[src/rtl/mult_booth_r4.sv]
// Sequential radix-4 (modified Booth) multiplier with valid/ready handshakes,
// signed/unsigned operands, synchronous abort and a scaled, truncated product.
module mult_booth_r4 #(
    parameter int M_SIZE = 8,
    parameter int Q_SIZE = 8,
    parameter int P_SIZE = 16,
    parameter int SHIFT  = 0
) (
    input  logic              clk,
    input  logic              reset_L,
    input  logic              in_valid,
    output logic              in_ready,
    input  logic [M_SIZE-1:0] M,
    input  logic [Q_SIZE-1:0] Q,
    input  logic              signed_mode,
    input  logic              abort,
    output logic              out_valid,
    input  logic              out_ready,
    output logic [P_SIZE-1:0] P,
    output logic              busy
);
    localparam int QE  = 2 * ((Q_SIZE + 2) / 2);
    localparam int N   = QE / 2;
    // One guard bit beyond M+2 so that A +/- 2M can never wrap before the shift.
    localparam int AW  = M_SIZE + 3;
    localparam int PFW = M_SIZE + Q_SIZE;
    localparam int XW  = PFW + P_SIZE;
    localparam int CW  = $clog2(N + 1);

    typedef enum logic [1:0] {IDLE, RUN, DONE} state_t;

    state_t          state;
    logic [AW-1:0]   m_reg;
    logic [AW-1:0]   a_reg;
    logic [QE-1:0]   q_reg;
    logic            q_m1;
    logic            smode;
    logic [CW-1:0]   cnt;

    logic [AW-1:0]   m_ext;
    logic [QE-1:0]   q_ext;
    logic [AW-1:0]   pp;
    logic [AW-1:0]   sum;
    logic [AW-1:0]   a_nxt;
    logic [QE-1:0]   q_nxt;
    logic [AW+QE-1:0] prod_full;
    logic [PFW-1:0]  pf;
    logic [XW-1:0]   pf_ext;
    logic [XW-1:0]   scaled;
    logic [P_SIZE-1:0] p_nxt;
    logic            unused_bits;

    assign in_ready = (state == IDLE) || (state == DONE && out_ready);

    assign m_ext = {{3{signed_mode & M[M_SIZE-1]}}, M};
    assign q_ext = {{(QE-Q_SIZE){signed_mode & Q[Q_SIZE-1]}}, Q};

    always_comb begin
        pp = '0;
        case ({q_reg[1:0], q_m1})
            3'b001, 3'b010: pp = m_reg;
            3'b011:         pp = m_reg << 1;
            3'b100:         pp = -(m_reg << 1);
            3'b101, 3'b110: pp = -m_reg;
            default:        pp = '0;
        endcase
    end

    assign sum   = a_reg + pp;
    assign a_nxt = {{2{sum[AW-1]}}, sum[AW-1:2]};
    assign q_nxt = {sum[1:0], q_reg[QE-1:2]};

    // Product as it will stand after this step; only latched on the final one.
    assign prod_full = {a_nxt, q_nxt};
    assign pf        = prod_full[PFW-1:0];
    assign pf_ext    = {{P_SIZE{smode & pf[PFW-1]}}, pf};
    assign scaled    = pf_ext >> SHIFT;
    assign p_nxt     = scaled[P_SIZE-1:0];

    assign unused_bits = ^{prod_full[AW+QE-1:PFW], scaled[XW-1:P_SIZE]};

    always_ff @(posedge clk or negedge reset_L) begin
        if (!reset_L) begin
            state     <= IDLE;
            m_reg     <= '0;
            a_reg     <= '0;
            q_reg     <= '0;
            q_m1      <= 1'b0;
            smode     <= 1'b0;
            cnt       <= '0;
            out_valid <= 1'b0;
            busy      <= 1'b0;
            P         <= '0;
        end else if (abort) begin
            state     <= IDLE;
            out_valid <= 1'b0;
            busy      <= 1'b0;
        end else if (in_valid && in_ready) begin
            state     <= RUN;
            m_reg     <= m_ext;
            q_reg     <= q_ext;
            a_reg     <= '0;
            q_m1      <= 1'b0;
            smode     <= signed_mode;
            cnt       <= CW'(N);
            out_valid <= 1'b0;
            busy      <= 1'b1;
        end else begin
            case (state)
                RUN: begin
                    a_reg <= a_nxt;
                    q_reg <= q_nxt;
                    q_m1  <= q_reg[1];
                    cnt   <= cnt - CW'(1);
                    if (cnt == CW'(1)) begin
                        state     <= DONE;
                        out_valid <= 1'b1;
                        busy      <= 1'b0;
                        P         <= p_nxt;
                    end
                end
                DONE: begin
                    if (out_ready) begin
                        state     <= IDLE;
                        out_valid <= 1'b0;
                    end
                end
                default: ;
            endcase
        end
    end
endmodule
[config.mk]
export PLATFORM = sky130hd
export DESIGN_NAME = mult_booth_r4
export DESIGN_NICKNAME = d
export VERILOG_FILES = /design/src/rtl/mult_booth_r4.sv
export SDC_FILE = /design/constraint.sdc
export NUM_CORES = 1
export LEC_CHECK = 0
export CORE_MARGIN = 5
export CORE_UTILIZATION = 49
export CTS_CLUSTER_DIAMETER = 80
export DETAILED_ROUTE_END_ITERATION = 6
export PLACE_DENSITY = 0.78
export SETUP_SLACK_MARGIN = 0.15
export SYNTH_ARGS = -nofsm -noshare
export SYNTH_HDL_FRONTEND = slang
export SYNTH_SLANG_ARGS = --single-unit
[constraint.sdc]
create_clock -name clk -period 3.35 [get_ports clk]
set_input_delay 0.8375 -clock clk [delete_from_list [all_inputs] [get_ports clk]]
set_output_delay 0.8375 -clock clk [all_outputs]
set_load 0.02 [all_outputs]
=== Word-level counts from Yosys, hierarchy flattened ===
Cells that the tools add are included.

* Logic and storage cells: 66
* RAM bits: 0
* Input port bits: 22
* Memories: 0
* Latch bits: 0
* Output and inout port bits: 19
* Bits in read-only memories: 0
* Register bits after elaboration: 54

* Reductions and logical operators: 15
* $add $sub $neg: 4
* Bitwise logic cells: 4
* Multiplexer cells: 23
* Multiply operators: 0
* Equal/unequal tests: 11
* $lt $le $gt $ge: 0
* Div/mod/pow operators: 0
* Shift operators: 0

{| class="wikitable"
|+ Operators by type and width
! operator !! number
|-
| one-hot mux 11 bit (4 select lines) || 1
|-
| two-way mux 11 bit || 2
|-
| negator 11 bit || 2
|-
| two-way mux 10 bit || 2
|-
| adder 11 bit || 1
|-
| two-way mux 1 bit || 10
|-
| equality test 3 bit, second input constant || 3
|-
| two-way mux 2 bit || 4
|-
| equality test 3 x 1 -> 1 bit, second input constant || 2
|-
| equality test 3 x 2 -> 1 bit, second input constant || 2
|-
| two-way mux 3 bit || 2
|-
| AND reduction 2 bit || 3
|-
| nonzero test 3 bit || 2
|-
| inequality test 4 x 3 -> 1 bit, second input constant || 1
|-
| inequality test 4 bit, second input constant || 1
|-
| one-hot mux 2 bit (2 select lines) || 1
|-
| AND reduction 4 bit || 1
|-
| nonzero test 4 bit || 1
|-
| OR reduction 2 bit || 2
|-
| AND reduction 3 bit || 1
|-
| subtractor 3 x 1 -> 3 bit, second input constant || 1
|-
| AND 1 bit || 2
|-
| equality test 2 x 1 -> 1 bit, second input constant || 1
|-
| equality test 2 bit, second input constant || 1
|-
| 6 further kinds || 8
|}

=== Longest topological paths before layout ===
Gate-level depths: netlist (run 1).

* Depth in word-level cells: 6
* Mapped depth: 16
* Depth with buffers taken out: 15

=== Worst setup path after synthesis (run 1) ===
Ideal clock, no wire load.

* Path type: register to register
* Start point: register m_reg[1]
* End point: register a_reg[9]
* Stages on the path, launching flop included: 17
* Arrival: 3.349 ns
* Buffers on the path: 1
* Clock period less this slack: 3.432 ns
* Required time: 3.267 ns
* Library setup time: 0.083 ns
* Slack: -0.082 ns
* Cell sequence: dfrtp_1 inv_1 ha_1 nor4b_4 a21oi_1 nor2b_1 o22ai_1 a32o_1 o21a_1 ha_1 buf_6 a21o_1 a31o_1 o211a_1 a211o_1 a211o_1 o21ai_0

* Word-level cells in the longest chain between the ends: 5
* Elaborated cells between the ends (all ways): 6
* Those cells by class: 3 x add/sub; 3 x mux

{| class="wikitable"
|+ RTL lines
! what !! RTL line !! source
|-
| from (decl) || 33 || <nowiki>logic [AW-1:0] m_reg;</nowiki>
|-
| from (signal assigned) || 100 || <nowiki>m_reg <= m_ext;</nowiki>
|-
| negator 11 bit, on equally long branches || 64, 63 ||
|-
| one-hot mux 11 bit (4 select lines) * || 60 || <nowiki>case ({q_reg[1:0], q_m1})</nowiki>
|-
| adder 11 bit * || 69 || <nowiki>assign sum = a_reg + pp;</nowiki>
|-
| two-way mux 11 bit * || 109 || <nowiki>case (state)</nowiki>
|-
| two-way mux 11 bit * || 98 || <nowiki>end else if (in_valid && in_ready) begin</nowiki>
|-
| to (signal assigned) || 111 || <nowiki>a_reg <= a_nxt;</nowiki>
|-
| to (decl) || 34 || <nowiki>logic [AW-1:0] a_reg;</nowiki>
|}

Every way passes the cells marked *; elsewhere a longest branch is shown, timed or not. The select of a mux whose other input is x is not followed.
A chain may end at the register's enable or synchronous reset.

=== Worst setup path in the final report (run 1) ===
* Start point: register m_reg[0]
* End point: register a_reg[9]

Same word-level chain as after synthesis.

==> impl_metrics.toml, run 1 <==
[status]
status = "finished clean"

[floorplan]
io_pins = 41
die_width_um = 90.5
core_um2 = 6310
initial_core_util = 0.503
die_area_um2 = 8200
rows = 29
die_y_um = 90.5

[critical_path]
reg2regPathDepth = 15
rrSetupSlack_ns = 0.18
critPathMaxFanout = 6
path_depth = 15
critPathArrivalTime_ns = 3.40
endpoint_kind = "flop"
startpoint_type = "flop"
slowest_delay_ns = 0.44
cp_num_buf_inv = 2
slowest_stage = "dfrtp_1"
path_cells = "inv_2, ha_4, nor4b_4, buf_4, nor3_1, o21ai_1, a21oi_1, a21o_1, ha_1, a21o_1, a31o_1, o211a_1, a211o_1, a211o_1, o21ai_1"
crit_type = "reg2reg"
path_delay_family = "compound AO/OA/AOI/OAI gates"
required_ns = 3.59

[clock_network]
h-tree-depth = 2
root_buffer = "clkbuf_8"
cts_sinks = 51
numCtsBuffers = 5
clk_path_buf_depth = 2
clkTransAtPathRegs_ns = 0.10
cts_tree = "done"
hold_buffers = 0
clock_latency_ns = 0.30

[logic_synthesis]
synth-edff-count = 0
seq_area_frac_synth = 0.402
synth_flop_cell = "dfrtp_1"
yosysUniqueCellTypes = 57
async_reset_ff_frac = 1.00
synth_warnings = 0
synth_nets = 380
netlist_area_um2 = 3180
syn_area_per_cell_um2 = 9.24
ys_ff_latch = 51
synth_cells = 344

[drt]
wire_per_inst_um = 16.2
vias_per_cell = 5.83
drtPass1Iterations = 4
vias = 2728
drtIter0Drc = 151
wirelength_um = 7590
ant_nets = 0
drc = 0

[placed_design]
gp_congestion = 0.874
hpwl_um = 5620
io_buffers = 40
dpl-instance-area_um2 = 3710
dp.cells = 457

[pwr]
netSwitchingFraction = 0.407
switchingPower_w = 0.00129
powerDensity_nw_per_um2 = 808
seqPwrFrac = 0.324
peakVddDrop_v = 0.000501
clkPwrFrac = 0.141
pwr-share-comb = 0.535
p_leak_nw = 1.75
cell_internal_pwr_w = 0.00188
total_power_w = 0.00317

[layout]
final_area_um2 = 3920
fin_nets = 426
instances_no_fill = 468
area_growth_pct = 23.5
largest_reg_flops = 16
final_core_util = 0.621
drive_gt1_frac = 0.169
diodes = 0

[global_routing]
grt_pass1_vias = 2826
use_met2 = 0.321
grt_overflow_total = 0
track_usage = 0.194
grtUsageMet3 = 0.0467
gr-usage-met1 = 0.243
grt_antenna_before_repair = 0
grt-busiest-layer = "met2"
grt_max_degree = 52
grt_pass1_wl_um = 13400

[timing]
hold_violations = 0
period_share = 0.946
final_max_slew_viol_count = 0
worst_pin_slew_ns = 0.648
skew_ns = 0.00762
finalCriticalPeriod_ns = 3.17
grt_setup_unrepaired = "true"
setup_viol = 0
fmax_ghz = 0.316
max_slew_margin = 0.568

[hold_path]
whs_path_depth = 2
hold_class = "reg2reg"

[job]
drv_cap = 0
==> logic make-up (layout without fill, tap and decap cells) <==
group / Yosys count / after routing / synth area share
XOR/XNOR: 16 / 16 / 0.0441
AO/OA/AOI/OAI: 95 / 95 / 0.192
AND/OR/NAND/NOR: 111 / 111 / 0.174
multiplexers: 25 / 25 / 0.0846
adder cells (fa/ha/maj): 14 / 14 / 0.0575
flip-flops: 51 / 51 / 0.402
buffers and inverters: 32 / 79 / 0.0461
==> synth_stat cells (6+ instances only) <==
cell type | count | area [µm²]
xnor2_1 | 11 | 96.3
clkbuf_1 | 10 | 37.5
nor3_1 | 6 | 30.0
mux2_2 | 15 | 169
nor2_1 | 15 | 56.3
buf_2 | 8 | 40.0
ha_1 | 13 | 163
dfrtp_1 | 51 | 1280
nand3_1 | 7 | 35.0
o21ai_0 | 31 | 155
mux2i_1 | 10 | 100
a21oi_1 | 17 | 85.1
inv_1 | 10 | 37.5
nand2_1 | 51 | 191
==> worst register-to-register path: stages, from the launching register on <==
cell	delay, ns
dfrtp_1	0.44
inv_2	0.11
ha_4	0.15
nor4b_4	0.21
buf_4	0.18
nor3_1	0.05
o21ai_1	0.15
a21oi_1	0.09
a21o_1	0.16
ha_1	0.35
a21o_1	0.20
a31o_1	0.23
o211a_1	0.24
a211o_1	0.24
a211o_1	0.25
o21ai_1	0.07
==> area by class of cell <==
cell class                      count  area (µm²)
Timing Repair Buffer               61         553
Clock inverter                      2        35.0
Multi-Input combinational cell    261        1840
Fill cell                         565        2390
Tap cell                           77        96.3
Inverter                           10        37.5
Sequential cell                    51        1280
Clock buffer                        6        82.6
==> power groups by stage <==
stage                     clock network, W  registers, W  logic (W)
final                             0.000446       0.00103    0.00170
after global routing              0.000487       0.00106    0.00187
after global placement                   0       0.00102    0.00155
after CTS                         0.000454       0.00102    0.00163
after floorplan                          0       0.00105    0.00104
after detailed placement                 0       0.00103    0.00159
==> metal layers <==
layer | vias up | wire [µm] | part of all wire
li1 | 1317 | - | -
met1 | 1317 | 3320 | 0.44
met2 | 76 | 3670 | 0.48
met3 | 18 | 407 | 0.054
met4 | 0 | 194 | 0.026
met5 | - | 0 | 0
==> layout by cell type, fill, tap and decap left out, drive strengths merged, types with 6 or more instances in the layout <==
cell and instances:
dfrtp 51, clkdlybuf4s50 39, nand3 7, nor3 6
mux2 15, buf 22, xnor2 11, ha 13
nor2 16, inv 10, mux2i 10, clkbuf 6
o21ai 32, a21oi 17, nand2 51
==> stage by stage <==
stage                     hold WS (ns)  setup slack, ns  setup TNS, ns
after floorplan                  0.450           0.0790              0
after global placement           0.465            0.195              0
after detailed placement         0.474           0.0953              0
after CTS                        0.495            0.158              0
after global routing             0.520          -0.0570        -0.0570
final                            0.496            0.182              0
==> timing repair <==
| action | CTS | global route |
|---|---|---|
| buffers inserted | 1 | 2 |
| pin swaps | 0 | 8 |
| resized for setup | 4 | 13 |
| hold endpoints to repair | 0 | 0 |
| setup endpoints to repair | 1 | 5 |
==> path summary, 6_finish.rpt <==
| path | start | end |
|---|---|---|
| max | m_reg[0] | a_reg[9] |
| max reg2reg | m_reg[0] | a_reg[9] |
| min | cnt[1] | cnt[1] |
| max in group asynchronous | reset_L | q_reg[1] |
| min in group asynchronous | reset_L | a_reg[7] |
| min reg2reg | cnt[1] | cnt[1] |
Power figures use the tool's default switching activity.
==> inputs of run 2 (changes only) <==
--- a/config.mk
+++ b/config.mk
@@ -5,10 +5,11 @@
 export SDC_FILE = /design/constraint.sdc
 export NUM_CORES = 1
 export LEC_CHECK = 0
-export CORE_MARGIN = 5
+export CORE_MARGIN = 2
 export CORE_UTILIZATION = 49
 export CTS_CLUSTER_DIAMETER = 80
 export DETAILED_ROUTE_END_ITERATION = 6
+export MAX_ROUTING_LAYER = met4
 export PLACE_DENSITY = 0.78
 export SETUP_SLACK_MARGIN = 0.15
 export SYNTH_ARGS = -nofsm -noshare
==> impl_metrics.toml, run 2 (same netlist as run 1, synthesis figures left out) <==
[status]
status = "finished clean"

[floorplan]
core_um2 = 6310
die_y_um = 84.5
initial_core_util = 0.503
die_area_um2 = 7150
rows = 29
die_width_um = 84.5
io_pins = 41

[clock_network]
root_buffer = "clkbuf_8"
hold_buffers = 0
clk_path_buf_depth = 2
h-tree-depth = 2
numCtsBuffers = 5
cts_sinks = 51
clock_latency_ns = 0.31
cts_tree = "done"
clkTransAtPathRegs_ns = 0.10

[layout]
fillers = 557
final_area_um2 = 3950
diodes = 0
area_growth_pct = 24.3
drive_gt1_frac = 0.177
largest_reg_flops = 16
fin_nets = 436
multi_input_area_um2 = 1810
layout_common_cells = "dfrtp_1 (50), nand2_1 (50), clkdlybuf4s50_1 (39)"
seq_area_um2 = 1280

[drt]
ant_nets = 0
drtPass1Iterations = 5
wire_per_inst_um = 16.3
vias_per_cell = 5.81
drc = 0
wirelength_um = 7790
vias = 2779
drtIter0Drc = 127

[global_routing]
grt_pass1_wl_um = 13200
grt-busiest-layer = "met2"
grt_antenna_before_repair = 0
grt_overflow_total = 0
track_usage = 0.233
use_met2 = 0.382
grt_pass1_vias = 2770
gr-usage-met1 = 0.301
grtUsageMet3 = 0.0354
grt_max_degree = 34

[job]
drv_cap = 0

[pwr]
peakVddDrop_v = 0.000429
powerDensity_nw_per_um2 = 793
p_leak_nw = 1.78

[timing]
setup_viol = 0
period_share = 0.959
tns_ns = 0
finalCriticalPeriod_ns = 3.21
fmax_ghz = 0.311
worst_pin_slew_ns = 0.993
max_slew_margin = 0.336
grt_setup_unrepaired = "true"
hold_violations = 0
skew_ns = 0.00311
final_max_slew_viol_count = 0

[critical_path]
required_ns = 3.60
critPathMaxFanout = 6
startpoint_type = "flop"
endpoint_kind = "flop"
critPathArrivalTime_ns = 3.46
crit_type = "reg2reg"

[placed_design]
hpwl_um = 5560
io_buffers = 40
dpl-instance-area_um2 = 3730
gp_congestion = 0.930

[hold_path]
hold_class = "in2async"
[run 2: critical path: stages (launching register included)]
cell and delay (ns):
dfrtp_1 0.42, inv_2 0.10, ha_4 0.15, nor4b_4 0.26, buf_6 0.17, nand3_1 0.07
nor2b_1 0.15, o22ai_1 0.13, a32o_1 0.15, o21a_1 0.17, ha_4 0.23, and3_4 0.19
nor3b_2 0.15, o211a_1 0.25, a211o_1 0.24, a211o_1 0.25, o21ai_1 0.06
[run 2: per-stage QoR]
step | util | setup WS, ns | std cells | total power, W | hold WS, ns
2_1_floorplan | - | 0.0790 | 344 | 0.00209 | 0.450
3_3_place_gp | 0.591 | 0.187 | 460 | 0.00258 | 0.466
3_5_place_dp | 0.591 | 0.106 | 460 | 0.00261 | 0.482
4_1_cts | 0.611 | 0.180 | 470 | 0.00303 | 0.465
5_1_grt | 0.625 | 0.00417 | 478 | 0.00336 | 0.481
6_report | 0.625 | 0.137 | 478 | 0.00313 | 0.444
[run 2: worst paths after layout]
check / depth (start not counted) / startpoint / end / slack (ns)
max in group asynchronous: 2 / reset_L / q_reg[1] / 2.11
setup reg to reg: 16 / m_reg[1] / a_reg[9] / 0.14
min in group clk: 2 / a_reg[6] / a_reg[6] / 0.50
hold reg to reg: 2 / a_reg[6] / a_reg[6] / 0.50
setup / recovery: 16 / m_reg[1] / a_reg[9] / 0.14
hold / removal: 1 / reset_L / a_reg[6] / 0.44
[run 2: cell type report]
class / count / area share
timing repair buffer: 71 / 0.161
clock inverter: 2 / 0.00412
clock buffer: 6 / 0.0184
tap: 77 / 0.0244
sequential: 51 / 0.324
multi-input combinational: 261 / 0.459
inverter: 10 / 0.00951
[run 2: repair_timing]
action                                 4_1_cts  5_1_grt
endpoints found under the hold margin        0        0
setup buffers                                2        8
setup endpoints to repair                    1        4
cloned                                       0        0
gates resized for setup                      3       12
pin swaps                                    0        6
[run 2: routing by layer]
layer	up-vias	wire, µm
li1	1347	-
met1	1354	3410
met2	66	3900
met3	12	329
met4	0	146
met5	-	0
[run 2: power by group]
part           internal [W]  total [W]  switching [W]  leakage (nW)
logic              0.000849    0.00173       0.000881          1.08
clock network      0.000151   0.000370       0.000220        0.0418
registers          0.000826    0.00103       0.000202         0.655
